### src/rtl/fp_align_unpack_if.sv
`default_nettype none
// ============================================================================
// Module   : fp_align_unpack_if
// Brief    : Operand handshake and aligned-result bus for fp_align_unpack.
// Revision : 1.0 - initial release
// ============================================================================
interface fp_align_unpack_if;
  logic        in_valid;
  logic        in_ready;
  logic [31:0] A;
  logic [31:0] B;
  logic        out_valid;
  logic        out_ready;
  logic [31:0] A_o;
  logic [31:0] B_o;
  logic        signA;
  logic        signB;
  logic        ANaN;
  logic        BNaN;
  logic        Ainf;
  logic        Binf;
  logic        Azero;
  logic        Bzero;
  logic        alignedSign;
  logic [31:0] alignedResult;
  logic        carryOut;
  logic [7:0]  exponentOut;

  modport master (
    output in_valid, A, B, out_ready,
    input  in_ready, out_valid, A_o, B_o, signA, signB, ANaN, BNaN, Ainf, Binf,
           Azero, Bzero, alignedSign, alignedResult, carryOut, exponentOut
  );

  modport slave (
    input  in_valid, A, B, out_ready,
    output in_ready, out_valid, A_o, B_o, signA, signB, ANaN, BNaN, Ainf, Binf,
           Azero, Bzero, alignedSign, alignedResult, carryOut, exponentOut
  );
endinterface
`default_nettype wire

### src/rtl/fp_align_unpack.sv
`default_nettype none
// ============================================================================
// Module   : fp_align_unpack
// Brief    : FP32 adder front end - classify, align (iterative sticky shift),
//            add/subtract magnitudes. Define FP_ALIGN_FTZ_EN to flush subnormals.
// Revision : 1.0 - initial release
// ============================================================================
module fp_align_unpack #(
  parameter int SHIFT_STEP = 4
) (
  input  wire logic         clk,
  input  wire logic         reset,
  fp_align_unpack_if.slave  bus
);

  localparam logic [5:0] c_STEP = 6'(SHIFT_STEP);

  typedef enum logic [2:0] {
    IDLE   = 3'd0,
    UNPACK = 3'd1,
    SHIFT  = 3'd2,
    ADD    = 3'd3,
    DONE   = 3'd4
  } state_t;

  state_t r_state;
  state_t w_nextState;
  logic   w_inReady;
  logic   w_outValid;

  logic [31:0] r_a, r_b;
  logic [31:0] r_aO, r_bO;
  logic        r_signA, r_signB;
  logic        r_aNaN, r_bNaN, r_aInf, r_bInf, r_aZero, r_bZero;
  logic        r_alignedSign;
  logic [31:0] r_alignedResult;
  logic        r_carryOut;
  logic [7:0]  r_exponentOut;

  logic [31:0] r_mBig, r_mSmall;
  logic        r_signBig;
  logic [7:0]  r_expBig;
  logic [5:0]  r_remaining;
  logic        r_special;

  // ---------------- classification of the captured operands ----------------
  logic [7:0]  w_expA, w_expB;
  logic [22:0] w_fracA, w_fracB;
  logic        w_nanA, w_nanB, w_infA, w_infB, w_zeroA, w_zeroB;
  logic [31:0] w_mA, w_mB;
  logic [7:0]  w_effA, w_effB;
  logic        w_bGreater;
  logic [7:0]  w_diff;
  logic [5:0]  w_rem;
  logic        w_special;

  assign w_expA  = r_a[30:23];
  assign w_expB  = r_b[30:23];
  assign w_fracA = r_a[22:0];
  assign w_fracB = r_b[22:0];

  assign w_nanA = (&w_expA) && (|w_fracA);
  assign w_nanB = (&w_expB) && (|w_fracB);
  assign w_infA = (&w_expA) && !(|w_fracA);
  assign w_infB = (&w_expB) && !(|w_fracB);
`ifdef FP_ALIGN_FTZ_EN
  assign w_zeroA = !(|w_expA);
  assign w_zeroB = !(|w_expB);
`else
  assign w_zeroA = !(|w_expA) && !(|w_fracA);
  assign w_zeroB = !(|w_expB) && !(|w_fracB);
`endif

  assign w_mA   = {(|w_expA), w_fracA, 8'h00};
  assign w_mB   = {(|w_expB), w_fracB, 8'h00};
  assign w_effA = (|w_expA) ? w_expA : 8'd1;
  assign w_effB = (|w_expB) ? w_expB : 8'd1;

  // Strict compare so an exact magnitude tie keeps A as the larger operand.
  assign w_bGreater = {w_expB, w_fracB} > {w_expA, w_fracA};
  assign w_diff     = w_bGreater ? (w_effB - w_effA) : (w_effA - w_effB);
  assign w_rem      = (w_diff > 8'd32) ? 6'd32 : w_diff[5:0];
  assign w_special  = w_nanA | w_nanB | w_infA | w_infB | w_zeroA | w_zeroB;

  // ---------------- shifter and adder ----------------
  logic [5:0]  w_step;
  logic [31:0] w_shifted;
  logic        w_lost;
  logic [32:0] w_sum;
  logic [31:0] w_sub;

  assign w_step    = (r_remaining < c_STEP) ? r_remaining : c_STEP;
  assign w_shifted = r_mSmall >> w_step;
  // Any bit that fell off the bottom is folded into the sticky position.
  assign w_lost    = ((w_shifted << w_step) != r_mSmall);
  assign w_sum     = {1'b0, r_mBig} + {1'b0, r_mSmall};
  assign w_sub     = r_mBig - r_mSmall;

  // ---------------- control ----------------
  always_ff @(posedge clk or posedge reset) begin
    if (reset) begin
      r_state <= IDLE;
    end else begin
      r_state <= w_nextState;
    end
  end

  always_comb begin
    w_nextState = r_state;
    w_inReady   = 1'b0;
    w_outValid  = 1'b0;
    case (r_state)
      IDLE: begin
        w_inReady = 1'b1;
        if (bus.in_valid) w_nextState = UNPACK;
      end
      UNPACK: begin
        if (w_special || (w_rem == 6'd0)) w_nextState = ADD;
        else                              w_nextState = SHIFT;
      end
      SHIFT: begin
        if (r_remaining == w_step) w_nextState = ADD;
      end
      ADD: w_nextState = DONE;
      DONE: begin
        w_outValid = 1'b1;
        if (bus.out_ready) w_nextState = IDLE;
      end
      default: w_nextState = IDLE;
    endcase
  end

  // ---------------- datapath ----------------
  always_ff @(posedge clk or posedge reset) begin
    if (reset) begin
      r_a             <= '0;
      r_b             <= '0;
      r_aO            <= '0;
      r_bO            <= '0;
      r_signA         <= 1'b0;
      r_signB         <= 1'b0;
      r_aNaN          <= 1'b0;
      r_bNaN          <= 1'b0;
      r_aInf          <= 1'b0;
      r_bInf          <= 1'b0;
      r_aZero         <= 1'b0;
      r_bZero         <= 1'b0;
      r_alignedSign   <= 1'b0;
      r_alignedResult <= '0;
      r_carryOut      <= 1'b0;
      r_exponentOut   <= '0;
      r_mBig          <= '0;
      r_mSmall        <= '0;
      r_signBig       <= 1'b0;
      r_expBig        <= '0;
      r_remaining     <= '0;
      r_special       <= 1'b0;
    end else begin
      case (r_state)
        IDLE: begin
          if (bus.in_valid) begin
            r_a <= bus.A;
            r_b <= bus.B;
          end
        end
        UNPACK: begin
          r_aO        <= r_a;
          r_bO        <= r_b;
          r_signA     <= r_a[31];
          r_signB     <= r_b[31];
          r_aNaN      <= w_nanA;
          r_bNaN      <= w_nanB;
          r_aInf      <= w_infA;
          r_bInf      <= w_infB;
          r_aZero     <= w_zeroA;
          r_bZero     <= w_zeroB;
          r_mBig      <= w_bGreater ? w_mB : w_mA;
          r_mSmall    <= w_bGreater ? w_mA : w_mB;
          r_signBig   <= w_bGreater ? r_b[31] : r_a[31];
          r_expBig    <= w_bGreater ? w_effB : w_effA;
          r_remaining <= w_rem;
          r_special   <= w_special;
        end
        SHIFT: begin
          r_mSmall    <= w_shifted | {31'd0, w_lost};
          r_remaining <= r_remaining - w_step;
        end
        ADD: begin
          if (r_special) begin
            r_alignedResult <= '0;
            r_carryOut      <= 1'b0;
            r_alignedSign   <= r_signA;
            r_exponentOut   <= '0;
          end else if (r_signA == r_signB) begin
            r_alignedResult <= w_sum[31:0];
            r_carryOut      <= w_sum[32];
            r_alignedSign   <= r_signBig;
            r_exponentOut   <= r_expBig;
          end else begin
            r_alignedResult <= w_sub;
            r_carryOut      <= 1'b0;
            r_alignedSign   <= (w_sub == 32'd0) ? 1'b0 : r_signBig;
            r_exponentOut   <= r_expBig;
          end
        end
        default: ;
      endcase
    end
  end

  assign bus.in_ready      = w_inReady;
  assign bus.out_valid     = w_outValid;
  assign bus.A_o           = r_aO;
  assign bus.B_o           = r_bO;
  assign bus.signA         = r_signA;
  assign bus.signB         = r_signB;
  assign bus.ANaN          = r_aNaN;
  assign bus.BNaN          = r_bNaN;
  assign bus.Ainf          = r_aInf;
  assign bus.Binf          = r_bInf;
  assign bus.Azero         = r_aZero;
  assign bus.Bzero         = r_bZero;
  assign bus.alignedSign   = r_alignedSign;
  assign bus.alignedResult = r_alignedResult;
  assign bus.carryOut      = r_carryOut;
  assign bus.exponentOut   = r_exponentOut;

endmodule
`default_nettype wire

### src/flat_wrapper.sv
// flat-port wrapper written by rule: the top's interface ports become plain ports
module fp_align_unpack_flat 
#(
  parameter int SHIFT_STEP = 4
)
  (clk, reset, bus_in_valid, bus_A, bus_B, bus_out_ready, bus_in_ready, bus_out_valid, bus_A_o, bus_B_o, bus_signA, bus_signB, bus_ANaN, bus_BNaN, bus_Ainf, bus_Binf, bus_Azero, bus_Bzero, bus_alignedSign, bus_alignedResult, bus_carryOut, bus_exponentOut);
  fp_align_unpack_if bus_i ();
  input  wire logic clk;
  input  wire logic reset;
  input wire logic [$bits(bus_i.in_valid)-1:0] bus_in_valid;
  input wire logic [$bits(bus_i.A)-1:0] bus_A;
  input wire logic [$bits(bus_i.B)-1:0] bus_B;
  input wire logic [$bits(bus_i.out_ready)-1:0] bus_out_ready;
  output wire logic [$bits(bus_i.in_ready)-1:0] bus_in_ready;
  output wire logic [$bits(bus_i.out_valid)-1:0] bus_out_valid;
  output wire logic [$bits(bus_i.A_o)-1:0] bus_A_o;
  output wire logic [$bits(bus_i.B_o)-1:0] bus_B_o;
  output wire logic [$bits(bus_i.signA)-1:0] bus_signA;
  output wire logic [$bits(bus_i.signB)-1:0] bus_signB;
  output wire logic [$bits(bus_i.ANaN)-1:0] bus_ANaN;
  output wire logic [$bits(bus_i.BNaN)-1:0] bus_BNaN;
  output wire logic [$bits(bus_i.Ainf)-1:0] bus_Ainf;
  output wire logic [$bits(bus_i.Binf)-1:0] bus_Binf;
  output wire logic [$bits(bus_i.Azero)-1:0] bus_Azero;
  output wire logic [$bits(bus_i.Bzero)-1:0] bus_Bzero;
  output wire logic [$bits(bus_i.alignedSign)-1:0] bus_alignedSign;
  output wire logic [$bits(bus_i.alignedResult)-1:0] bus_alignedResult;
  output wire logic [$bits(bus_i.carryOut)-1:0] bus_carryOut;
  output wire logic [$bits(bus_i.exponentOut)-1:0] bus_exponentOut;
  assign bus_i.in_valid = bus_in_valid;
  assign bus_i.A = bus_A;
  assign bus_i.B = bus_B;
  assign bus_i.out_ready = bus_out_ready;
  assign bus_in_ready = bus_i.in_ready;
  assign bus_out_valid = bus_i.out_valid;
  assign bus_A_o = bus_i.A_o;
  assign bus_B_o = bus_i.B_o;
  assign bus_signA = bus_i.signA;
  assign bus_signB = bus_i.signB;
  assign bus_ANaN = bus_i.ANaN;
  assign bus_BNaN = bus_i.BNaN;
  assign bus_Ainf = bus_i.Ainf;
  assign bus_Binf = bus_i.Binf;
  assign bus_Azero = bus_i.Azero;
  assign bus_Bzero = bus_i.Bzero;
  assign bus_alignedSign = bus_i.alignedSign;
  assign bus_alignedResult = bus_i.alignedResult;
  assign bus_carryOut = bus_i.carryOut;
  assign bus_exponentOut = bus_i.exponentOut;
  fp_align_unpack #(.SHIFT_STEP(SHIFT_STEP)) u_core (.clk(clk), .reset(reset), .bus(bus_i));
endmodule
### config.mk
export PLATFORM = sky130hd
export DESIGN_NAME = fp_align_unpack_flat
export DESIGN_NICKNAME = d
export VERILOG_FILES = /design/src/rtl/fp_align_unpack_if.sv /design/src/rtl/fp_align_unpack.sv /design/src/flat_wrapper.sv
export SDC_FILE = /design/constraint.sdc
export NUM_CORES = 1
export LEC_CHECK = 0
export ABC_AREA = 1
export BUFFER_PORTS_ARGS = -buffer_cell sky130_fd_sc_hd__buf_2
export CELL_PAD_IN_SITES_DETAIL_PLACEMENT = 0
export CELL_PAD_IN_SITES_GLOBAL_PLACEMENT = 1
export CORE_MARGIN = 2
export CORE_UTILIZATION = 45
export DETAILED_ROUTE_END_ITERATION = 8
export PLACE_DENSITY_LB_ADDON = 0.1
export RECOVER_POWER = 25
export REMOVE_ABC_BUFFERS = 1
export SYNTH_ARGS = -nofsm -noshare
export SYNTH_HDL_FRONTEND = slang
export SYNTH_SLANG_ARGS = --single-unit
### constraint.sdc
create_clock -name clk -period 13.16 [get_ports clk]
set_input_delay 0 -clock clk [delete_from_list [all_inputs] [get_ports clk]]
set_output_delay 0 -clock clk [all_outputs]
set_load 0.005 [all_outputs]
==> results.sh <==
export IMPL_crit_type="in2async"
export IMPL_syn_area_um2=16500
export IMPL_drv_slew=123
export IMPL_crit_path_start_kind="input port"
export IMPL_die_h_um=196
export IMPL_ant_nets=0
export IMPL_synthTopCellsByCount="nand2_1, inv_1, dfrtp_1, nor2_1, a21oi_1"
export IMPL_ys_seq_area_share_pct=38.0
export IMPL_htreeDepth=1
export IMPL_worstReg2RegStart="u_core.r_a[27]"
export IMPL_endpoint_kind="async pin"
export IMPL_crit_path_max_fanout=122
export IMPL_maxSlewHeadroom_pct=-283
export IMPL_wire_per_inst_um=19.2
export IMPL_fp_dieW_um=196
export IMPL_max_slew_worst_pin_slew_ns=5.71
export IMPL_max_stage_delay_ns=3.14
export IMPL_yosysTopAreaCell="dfrtp_1"
export IMPL_status="finished, violations left"
export IMPL_clk_pin_slew_worst_paths_ns=0.06
export IMPL_r2r_cells=16
export IMPL_fp_coreArea_um2=36400
export IMPL_finish_utilization_pct=52.9
export IMPL_cts_resized_gates=0
export IMPL_synth_top_area_share_pct=38.0
export IMPL_synth_ff_type="dfrtp_1"
export IMPL_period_needed_ns=4.49
export IMPL_path_buf_inv=4
export IMPL_nFillCells=3680
export IMPL_post_dp_hpwl_mm=42.7
export IMPL_cp_startpoint="reset"
export IMPL_synth_area_leaders="dfrtp_1, nand2_1, ha_1"
export IMPL_tns_ns=0
export IMPL_skew_ns=0.0306
export IMPL_vias=15900
export IMPL_nets=2618
export IMPL_cts_made_buffers=29
export IMPL_grt_start_max_net_pins=123
export IMPL_finalSetupViolCount=0
export IMPL_grt_total_usage_pct=29.7
export IMPL_cts_setup_buffers=0
export IMPL_dp_slack_ns=9.34
export IMPL_cts_tree="built"
export IMPL_n_antenna_cell=0
export IMPL_cpMaxStageDelayCell="clkinvlp_2"
export IMPL_vias_per_cell=5.41
export IMPL_synthDistinctLibCells=62
export IMPL_violations="max-capacitance violations, max-slew violations"
export IMPL_cap_violations=1
export IMPL_crit_chain="dlygate4sd3_1 -> buf_2 -> clkinvlp_2 -> buf_4"
export IMPL_io_pins=184
export IMPL_reg2reg_to="u_core.r_state[0]"
export IMPL_gr_total_overflow=0
export IMPL_start_util_pct=45.4
export IMPL_clk_path_buf_depth=3
export IMPL_critPathTopFamily="buffers and inverters"
export IMPL_hold_viol=0
export IMPL_cp_depth=4
export IMPL_max_freq_mhz=223
export IMPL_drive_above_1_share_pct=11.9
export IMPL_drc=0
export IMPL_dieArea_um2=38300
export IMPL_rsz0062_at_grt="no"
export IMPL_area_growth_syn_to_layout_pct=16.6
export IMPL_min_path_type="in2reg"
export IMPL_grt_pass1_vias=15400
export IMPL_cts_num_sinks=251
export IMPL_gp_congestion=0.968
export IMPL_crit_required_ns=13.74
export IMPL_grt_pass1_wl_mm=88.7
export IMPL_antenna_found_initial=0
export IMPL_min_period_over_period_pct=34.1
export IMPL_hold_buffers=67
export IMPL_cts_root_buf="clkbuf_16"
export IMPL_rrSetupSlack_ns=9.34
export IMPL_synth_warnings=0
export IMPL_portBuffers=183
export IMPL_synth_edf_count=0
export IMPL_synth_most_common_cell="nand2_1"
export IMPL_async_flop_share_pct=100
export IMPL_rows=70
export IMPL_crit_arrival_ns=5.07
export IMPL_ys_seq_elements=251
export IMPL_setup_slack_ns=8.67
export IMPL_drt_initial_drc_count=1300
export IMPL_first_pass_iters=6
export IMPL_wirelength_mm=56.6
export IMPL_crit_end="u_core.r_mBig[25]"
export IMPL_synthCells=2268
export IMPL_synth_area_per_cell_um2=7.29
export IMPL_worstSkewPairLatency_ns=0.61
==> worst min-delay path by stage <==
stage,startpoint,to,slack [ns],depth (start not counted)
final,bus_B[19],u_core.r_b[19],0.19,3
after global routing,bus_B[19],u_core.r_b[19],0.19,3
after CTS,reset,u_core.bus.alignedResult[0],0.16,3
after detailed placement,bus_A[0],u_core.r_a[0],0.24,2
after global placement,reset,u_core.bus.alignedResult[4],0.24,2
after floorplan,bus_B[19],u_core.r_b[19],0.15,1
==> layout make-up <==
| class | instances | area, um^2 | share of cell area, % |
|---|---|---|---|
| Multi-Input combinational cell | 1616 | 8690 | 45.1 |
| Sequential cell | 251 | 6280 | 32.6 |
| Timing Repair Buffer | 259 | 1640 | 8.51 |
| Inverter | 298 | 1120 | 5.82 |
| Clock buffer | 41 | 861 | 4.47 |
| Tap cell | 468 | 586 | 3.04 |
| Clock inverter | 9 | 90.1 | 0.467 |
==> per-stage QoR <==
stage,cell area (um^2),hold slack (ns),std cells
after global routing,19300,0.189,2942
final,19300,0.190,2942
after floorplan,16100,0.151,2165
after detailed placement,17700,0.245,2825
after CTS,19300,0.162,2942
after global placement,17700,0.244,2825
==> worst reg2reg max path: stages (launching register included) <==
cell	delay, ns
dfrtp_1	0.47
inv_1	0.14
ha_1	0.29
nand2_1	0.05
nor2_2	0.15
nand4_2	0.15
nor2_1	0.12
a21oi_1	0.09
nand2_2	0.13
nand2_4	0.44
inv_2	1.02
nand2_1	0.14
nand2_1	0.19
and2_4	0.17
o21ai_2	0.04
nand3_1	0.08
a21oi_2	0.05
==> sequential cells by signal, summed over array words and instances (netlist names), 3 cells and up <==
signal                    cells
u_core.bus.A_o               31
u_core.bus.B_o               31
u_core.bus.alignedResult     32
u_core.bus.exponentOut        8
u_core.r_a                   32
u_core.r_b                   32
u_core.r_expBig               8
u_core.r_mBig                24
u_core.r_mSmall              32
u_core.r_remaining            6
u_core.r_state                3
==> layer usage <==
metal  vias up  track usage (%)  share of wire (%)
li1       7810                -                  -
met1      7512             41.4                 46
met2       497             48.2                 46
met3        91             3.27                4.8
met4         0             10.5                3.6
met5         -                0                  0
==> layout by cell type, fill, tap and decap left out, types with 3 or more instances in the layout <==
master         instances
o21ai_1                7
nand2_2                9
o211ai_1              20
o31ai_1                3
a21oi_2                5
dlygate4sd3_1         67
buf_2                172
o21ai_0              119
xor2_1                30
nand2_1              642
nor4_1                15
mux2i_1                8
clkbuf_1              14
xnor2_1                3
nand3_2                5
clkinv_2               5
inv_1                286
nand3_1               75
dfrtp_1              251
nand2_4                4
o22ai_1                9
a21o_1                 4
clkbuf_8               9
o2111ai_1              8
buf_4                  9
clkbuf_16             29
nor2_1               228
a21oi_1              136
o21a_1                 5
a22o_1                 7
a22oi_1               17
nand4_1               29
inv_2                  9
o221ai_1              67
nor3_1                14
mux2_2                 9
nor2_2                 8
ha_1                  94
==> logic make-up (layout without fill, tap and decap cells) <==
| kind of cell | Yosys count | count (layout) | synth area share, % |
|---|---|---|---|
| AO/OA/AOI/OAI | 421 | 421 | 15.8 |
| XOR/XNOR | 37 | 37 | 2.14 |
| adder cells (fa/ha/maj) | 95 | 95 | 7.24 |
| buffers and inverters | 401 | 607 | 9.49 |
| flip-flops | 251 | 251 | 38.0 |
| multiplexers | 17 | 17 | 1.10 |
| other | 1 | 1 | 0.0227 |
| AND/OR/NAND/NOR | 1045 | 1045 | 26.2 |
Power is not shown: default switching activity piles up to over one toggle a cycle in this logic, so the estimate is an artifact.
